[config.mk]
export PLATFORM = sky130hd
export DESIGN_NAME = mul_rr_sched_flat
export DESIGN_NICKNAME = d
export VERILOG_FILES = /design/src/rtl/mul_rr_sched_if.sv /design/src/rtl/mul_rr_sched.sv /design/src/flat_wrapper.sv
export SDC_FILE = /design/constraint.sdc
export NUM_CORES = 1
export LEC_CHECK = 0
export CORE_MARGIN = 2
export CORE_UTILIZATION = 46
export DETAILED_ROUTE_END_ITERATION = 16
export GPL_TIMING_DRIVEN = 0
export PLACE_DENSITY = 0.78
export SYNTH_ARGS = -nofsm -noshare
export SYNTH_HDL_FRONTEND = slang
export SYNTH_SLANG_ARGS = --single-unit
[constraint.sdc]
create_clock -name clk -period 4.5 [get_ports clk]
set_clock_uncertainty 0.05 [all_clocks]
set_input_delay 1.35 -clock clk [delete_from_list [all_inputs] [get_ports clk]]
set_output_delay 1.35 -clock clk [all_outputs]
set_load 0.02 [all_outputs]
[src/rtl/mul_rr_sched_if.sv]
// mul_rr_sched_if: request and result handshakes of the shared multiplier.
// master drives operands and takes results; slave is the scheduler.
interface mul_rr_sched_if #(parameter int WIDTH = 8);
    logic                   req0_valid;
    logic                   req0_ready;
    logic [WIDTH-1:0]       req0_a;
    logic [WIDTH-1:0]       req0_b;
    logic                   req1_valid;
    logic                   req1_ready;
    logic [WIDTH-1:0]       req1_a;
    logic [WIDTH-1:0]       req1_b;
    logic                   res_valid;
    logic                   res_ready;
    logic [2*WIDTH-1:0]     res_product;
    logic                   res_id;

    modport master (
        output req0_valid, req0_a, req0_b, req1_valid, req1_a, req1_b, res_ready,
        input  req0_ready, req1_ready, res_valid, res_product, res_id
    );

    modport slave (
        input  req0_valid, req0_a, req0_b, req1_valid, req1_a, req1_b, res_ready,
        output req0_ready, req1_ready, res_valid, res_product, res_id
    );
endinterface

[src/rtl/mul_rr_sched.sv]
// mul_rr_sched: round-robin sharing of one shift-add multiplier between two requesters.
// Each operation takes WIDTH RUN cycles after accept and is held in DONE until taken.
module mul_rr_sched #(parameter int WIDTH = 8) (
    input  logic          clk,
    input  logic          areset_n,
    mul_rr_sched_if.slave bus,
    output logic          busy
);
    localparam int CW = $clog2(WIDTH) + 1;

    typedef enum logic [1:0] {IDLE, RUN, DONE} state_t;

    state_t             state, state_nx;
    logic [WIDTH-1:0]   a_q, b_q;
    logic [2*WIDTH-1:0] p_q;
    logic [CW-1:0]      cnt;
    logic               id_q, last_grant;
    logic               grant1, take;
    logic [WIDTH:0]     sum;

    // grant, handshake and the carry-kept partial sum of the current step
    always_comb begin
        grant1 = bus.req1_valid && (!bus.req0_valid || !last_grant);
        take   = (state == IDLE) && (bus.req0_valid || bus.req1_valid);
        sum    = {1'b0, p_q[2*WIDTH-1:WIDTH]} + {1'b0, b_q[0] ? a_q : '0};
    end

    assign bus.req0_ready  = take && !grant1;
    assign bus.req1_ready  = take && grant1;
    assign bus.res_valid   = state == DONE;
    assign bus.res_product = p_q;
    assign bus.res_id      = id_q;
    assign busy            = state != IDLE;

    // next state: accept -> RUN, WIDTH steps -> DONE, taken -> IDLE
    always_comb begin
        state_nx = state;
        state_nx = (take)                                     ? RUN  :
                   (state == RUN && cnt == CW'(WIDTH - 1))    ? DONE :
                   (state == DONE && bus.res_ready)           ? IDLE : state;
    end

    // state register
    always_ff @(posedge clk) begin
        if (!areset_n) state <= IDLE;
        else           state <= state_nx;
    end

    // operand capture on accept, one shift-add step per RUN cycle
    always_ff @(posedge clk) begin
        if (!areset_n) begin
            a_q        <= '0;
            b_q        <= '0;
            p_q        <= '0;
            cnt        <= '0;
            id_q       <= 1'b0;
            last_grant <= 1'b1;
        end else if (take) begin
            a_q        <= grant1 ? bus.req1_a : bus.req0_a;
            b_q        <= grant1 ? bus.req1_b : bus.req0_b;
            p_q        <= '0;
            cnt        <= '0;
            id_q       <= grant1;
            last_grant <= grant1;
        end else if (state == RUN) begin
            p_q        <= {sum, p_q[WIDTH-1:1]};
            b_q        <= b_q >> 1;
            cnt        <= cnt + CW'(1);
        end
    end
endmodule

[src/flat_wrapper.sv]
// flat-port wrapper written by rule: the top's interface ports become plain ports
module mul_rr_sched_flat 
#(parameter int WIDTH = 8)
  (clk, areset_n, busy, bus_req0_valid, bus_req0_a, bus_req0_b, bus_req1_valid, bus_req1_a, bus_req1_b, bus_res_ready, bus_req0_ready, bus_req1_ready, bus_res_valid, bus_res_product, bus_res_id);
  mul_rr_sched_if #(.WIDTH(WIDTH)) bus_i ();
  input  logic clk;
  input  logic areset_n;
  output logic busy;
  input wire logic [$bits(bus_i.req0_valid)-1:0] bus_req0_valid;
  input wire logic [$bits(bus_i.req0_a)-1:0] bus_req0_a;
  input wire logic [$bits(bus_i.req0_b)-1:0] bus_req0_b;
  input wire logic [$bits(bus_i.req1_valid)-1:0] bus_req1_valid;
  input wire logic [$bits(bus_i.req1_a)-1:0] bus_req1_a;
  input wire logic [$bits(bus_i.req1_b)-1:0] bus_req1_b;
  input wire logic [$bits(bus_i.res_ready)-1:0] bus_res_ready;
  output wire logic [$bits(bus_i.req0_ready)-1:0] bus_req0_ready;
  output wire logic [$bits(bus_i.req1_ready)-1:0] bus_req1_ready;
  output wire logic [$bits(bus_i.res_valid)-1:0] bus_res_valid;
  output wire logic [$bits(bus_i.res_product)-1:0] bus_res_product;
  output wire logic [$bits(bus_i.res_id)-1:0] bus_res_id;
  assign bus_i.req0_valid = bus_req0_valid;
  assign bus_i.req0_a = bus_req0_a;
  assign bus_i.req0_b = bus_req0_b;
  assign bus_i.req1_valid = bus_req1_valid;
  assign bus_i.req1_a = bus_req1_a;
  assign bus_i.req1_b = bus_req1_b;
  assign bus_i.res_ready = bus_res_ready;
  assign bus_req0_ready = bus_i.req0_ready;
  assign bus_req1_ready = bus_i.req1_ready;
  assign bus_res_valid = bus_i.res_valid;
  assign bus_res_product = bus_i.res_product;
  assign bus_res_id = bus_i.res_id;
  mul_rr_sched #(.WIDTH(WIDTH)) u_core (.clk(clk), .areset_n(areset_n), .bus(bus_i), .busy(busy));
endmodule
**Word-level counts from Yosys, hierarchy flattened**

Index checks and enable logic that the tools add are counted.

- Flip-flop bits (word level): 40
- Bits of input ports: 37
- Output and inout port bits: 21
- Logic and storage cells: 39

- $add $sub $neg: 2
- Eq/ne operators: 3
- Muxes and demuxes: 8
- Bitwise operators: 1
- Reduce and logical (&&, ||, !) cells: 17

Operators with widths:

| kind | count |
|---|---|
| $mux 8 | 5 |
| $add 8x8->9 | 1 |
| $logic_and 1x1->1 | 6 |
| $reduce_bool 2->1 | 3 |
| $add 4x1->4 const B | 1 |
| $eq 4x3->1 const B | 1 |
| $mux 2 | 2 |
| $logic_not 1->1 | 3 |
| $reduce_bool 3->1 | 1 |
| $eq 2x1->1 const B | 1 |
| $eq 2x2->1 const B | 1 |
| $logic_not 2->1 | 1 |
| $logic_or 1x1->1 | 2 |
| $reduce_or 2->1 | 1 |
| $mux 1 | 1 |
| $not 1->1 | 1 |

**Logic depth before layout (Yosys ltp)**

- Word-level depth: 5
- Gate-level depth with buffers: 7

**Worst setup path after synthesis**

OpenSTA, ideal clock, no wires.

- Path kind: input port to output port
- Start: input port bus_req0_valid
- End: output port bus_req1_ready
- Arrival time: 1.899 ns
- Slack: 1.201 ns
- Cell stages on the path: 4
- Path buffers: 2
- Path through: nand2_1 > and3_1 > clkbuf_1 > buf_4

- Longest elaborated chain between the ends: 4

RTL lines:

| element | RTL line | RTL |
|---|---|---|
| start: declaration | flat_wrapper.sv:9 | `input wire logic [$bits(bus_i.req0_valid)-1:0] bus_req0_valid;` |
| $logic_not 1->1 | mul_rr_sched.sv:23 | `grant1 = bus.req1_valid && (!bus.req0_valid \|\| !last_grant);` |
| $logic_or 1x1->1 | mul_rr_sched.sv:23 |  |
| $logic_and 1x1->1 | mul_rr_sched.sv:23 |  |
| $logic_and 1x1->1 * | mul_rr_sched.sv:29 | `assign bus.req1_ready = take && grant1;` |
| end: declaration | flat_wrapper.sv:17 | `output wire logic [$bits(bus_i.req1_ready)-1:0] bus_req1_ready;` |

Every way passes the cells marked *; elsewhere a longest branch is shown, timed or not.

**Worst setup path in the final report**

- Start: input port bus_req1_valid
- End: output port bus_req1_ready

- Longest elaborated chain between the ends: 3

RTL lines:

| element | RTL line | RTL |
|---|---|---|
| start: declaration | flat_wrapper.sv:12 | `input wire logic [$bits(bus_i.req1_valid)-1:0] bus_req1_valid;` |
| $logic_or 1x1->1 | mul_rr_sched.sv:24 | `take = (state == IDLE) && (bus.req0_valid \|\| bus.req1_valid);` |
| $logic_and 1x1->1 | mul_rr_sched.sv:24 |  |
| $logic_and 1x1->1 * | mul_rr_sched.sv:29 |  |

Marked as above.

==> results.md <==
* Status: complete, no violations
* Met3 routed WL at 243 um
* H-tree Lvls at 2
* Via-to-Cell Ratio at between 5 and 6
* Die Wd at 69.7 um
* Syn nets at between 200 and 300
* Final Hold Fails at 0
* Hold path depth at 2
* Wirelength per Cell at roughly 14 um
* Top FF cell, synth: dfxtp_1
* Syn avg cell area at roughly 8.6 um^2
* Total power at approximately 0.85 mW
* Fraction of layout cells with a size suffix above 1 at 0.0709
* Metal2 WL at between 2000 and 2500 um
* Area growth syn-to-layout at 38.1%
* CTS Buf Count at 5
* Num rows at 23
* Peak supply drop at 217 uV
* Switching Power at about 0.21 mW
* Reg-to-Reg Start: u_core.b_q[0]
* Vias at between 1500 and 2000
* Critical path origin: bus_req1_valid
* RSZ-0062 raised after global routing: no
* Root buf cell: clkbuf_8
* Fmax achieved at 227 MHz
* Power per cell area at 309 nW/um^2
* Number of max-cap violations at 0
* P_int at ~0.64 mW
* Slew margin rel. at 0.679
* Period utilization at 0.977
* Setup repair bufs after CTS at 0
* DR top layer: met4
* Sequential share of the synthesized area at 0.403
* Fin worst setup slack at between 0.1 and 0.15 ns
* R2R depth at 7
* Hold Startpoint: u_core.bus.res_product[0]
* Dpl hpwl at 3660 um
* CTS tree: yes
* Top cells by area, synth: dfxtp_1 40%, a21oi_1 6.3%, nand2_1 6.2%
* Synthesis-stage register bit count at 40
* Largest net degree at the start of global routing at 13
* Critical Path Start Type: primary input
* Pre-CTS setup slack at -0.0395 ns
* CP endpoint kind: output pin
* Post-Syn Area at a little under 2000 um^2
* DRC at 0
* Part of the power in the clock network at 0.381
* Gr ovfl total at 0
* CTS max path bufs at 2
* Critical Path AT at roughly 3.0 ns
* Final core occ at 0.671
* Setup TNS at 0 ns
* Yosys warns at 0
* Part of the power in combinational logic at 0.165
* Leakage at roughly 1.1 nW
* FILL cells at between 300 and 400
* Std-Cell Core Area at ~4100 um^2
* Slew Limit Fails at 0
* Yosys top cell area share at 0.403
* Vert. Die Dim at roughly 70 um
* Crit Path Class: primary input to output pin
* FFs w/ async S/R, synth at 0
* Fin crit period at about 4.4 ns
* EDFF count, synth at 0
* Distinct cells, synth at 43
* Vias in the first global route at 1773
* GRT Util Overall at 0.208
* Maximum fanout along the worst path at 10
* Worst skew pair latency at about 0.3 ns
* GP Congestion at roughly 0.82
* Worst Path Required at ~3.1 ns
* Initial antenna violation count at 0
* DRT met1 WL at ~2300 um
* First-pass GRT wire length at roughly 8100 um
* Total wire length at 4970 um
* Fin nets at between 300 and 400
* Die area at 4860 um^2
* Pre-antenna DRT Iters at 4
* Port buffer count at 57
* I/O pins at 58
* Detail Route Antenna Nets at 0
* Register area at 801 um^2
* Sequential share of power at 0.453
* Clock sinks at 40
* Initial core utilization at 0.486
* Most area-hungry cell type in the Yosys netlist: dfxtp_1
* Final setup viols at 0
* Worst Hold Class: flip-flop to flip-flop
* Initial DRC count at 182
* Switching part of the total at 0.246
* Multi-input logic area at roughly 1100 um^2
* Commonest cells after routing, fill and taps aside: 57 x clkdlybuf4s50_1, 40 x dfxtp_1, 33 x nand2_1
* Worst-Margin Slew at approximately 0.48 ns
* Diode count at 0
* Most common cell after layout, fill and taps aside: clkdlybuf4s50_1
* Clk slew on worst S/H paths at roughly 0.07 ns
* Cells after synthesis at roughly 230
==> metrics by stage <==
step / area, um^2 / hold slack (ns) / instances
floorplan: 1990 / 0.397 / 232
global placement: 2620 / 0.386 / 339
detailed placement: 2620 / 0.395 / 339
CTS: 2740 / 0.410 / 346
global route: 2740 / 0.442 / 346
finish: 2740 / 0.406 / 346
==> registers in the layout, summed over array words and instances (netlist names) <==
register and flops:
u_core.a_q 8, u_core.b_q 8, u_core.bus.res_id 1, u_core.bus.res_product 16
u_core.cnt 4, u_core.last_grant 1, u_core.state 2
==> repair_timing <==
| action | CTS | global route |
|---|---|---|
| hold buffers | 0 | 0 |
| setup endpoints to repair | 1 | 1 |
| gates resized for setup | 0 | 1 |
==> worst max-delay path, cell delays in order <==
cell             delay [ns]
clkdlybuf4s50_1        0.55
and3_2                 0.28
buf_4                  0.19
clkdlybuf4s50_1        0.62
==> Yosys cell counts, types with 2 or more instances <==
master	number
xnor2_1	2
a2111o_1	2
nand2b_1	3
nor2b_1	6
and3_1	7
a221o_1	4
a21oi_1	25
a211oi_1	5
dfxtp_1	40
nand4_1	3
o21ai_0	17
ha_1	9
a21o_1	3
buf_2	5
xor2_1	2
a221oi_1	4
a22oi_1	3
and2_1	12
nor2_1	9
buf_6	2
a222oi_1	5
nand3_1	6
clkbuf_1	6
nand2_1	33
==> logic make-up (layout without fill, tap and decap cells) <==
logic type,count (synthesis),count (layout),synth area share
AOI/OAI and AO/OA,76,76,0.253
xor gates and xnor gates,4,4,0.0176
DFF,40,40,0.403
and+or+nand+nor,86,86,0.217
buffers and inverters,16,80,0.0428
adders and majority gates,10,10,0.0668
==> power groups by stage <==
stage	Combinational [mW]	Sequential, mW	Clock (mW)
finish	0.140	0.384	0.323
global route	0.154	0.387	0.342
CTS	0.140	0.385	0.325
detailed placement	0.139	0.393	0
global placement	0.137	0.392	0
floorplan	0.0766	0.392	0
==> layout make-up <==
| cell class | instances | share of cell area |
|---|---|---|
| tap | 50 | 0.0228 |
| clock buffer | 7 | 0.0351 |
| clock inverter | 1 | 0.0109 |
| inverter | 2 | 0.00274 |
| timing repair buffer | 57 | 0.208 |
| multi-input combinational | 176 | 0.401 |
| buffer | 13 | 0.0269 |
| sequential | 40 | 0.292 |
==> path summary, 6_finish.rpt <==
check,endpoint,slack (ns)
max,bus_req1_ready,0.10
min,u_core.bus.res_product[0],0.41
min reg2reg,u_core.bus.res_product[0],0.41
max reg2reg,u_core.bus.res_product[13],2.15
==> metal layers <==
metal / GRT usage / vias up
li1: - / 975
met1: 0.269 / 904
met2: 0.341 / 51
met3: 0.0451 / 9
met4: 0.0748 / 0
met5: 0 / -
Note: power is estimated with default switching activity, not from simulation.
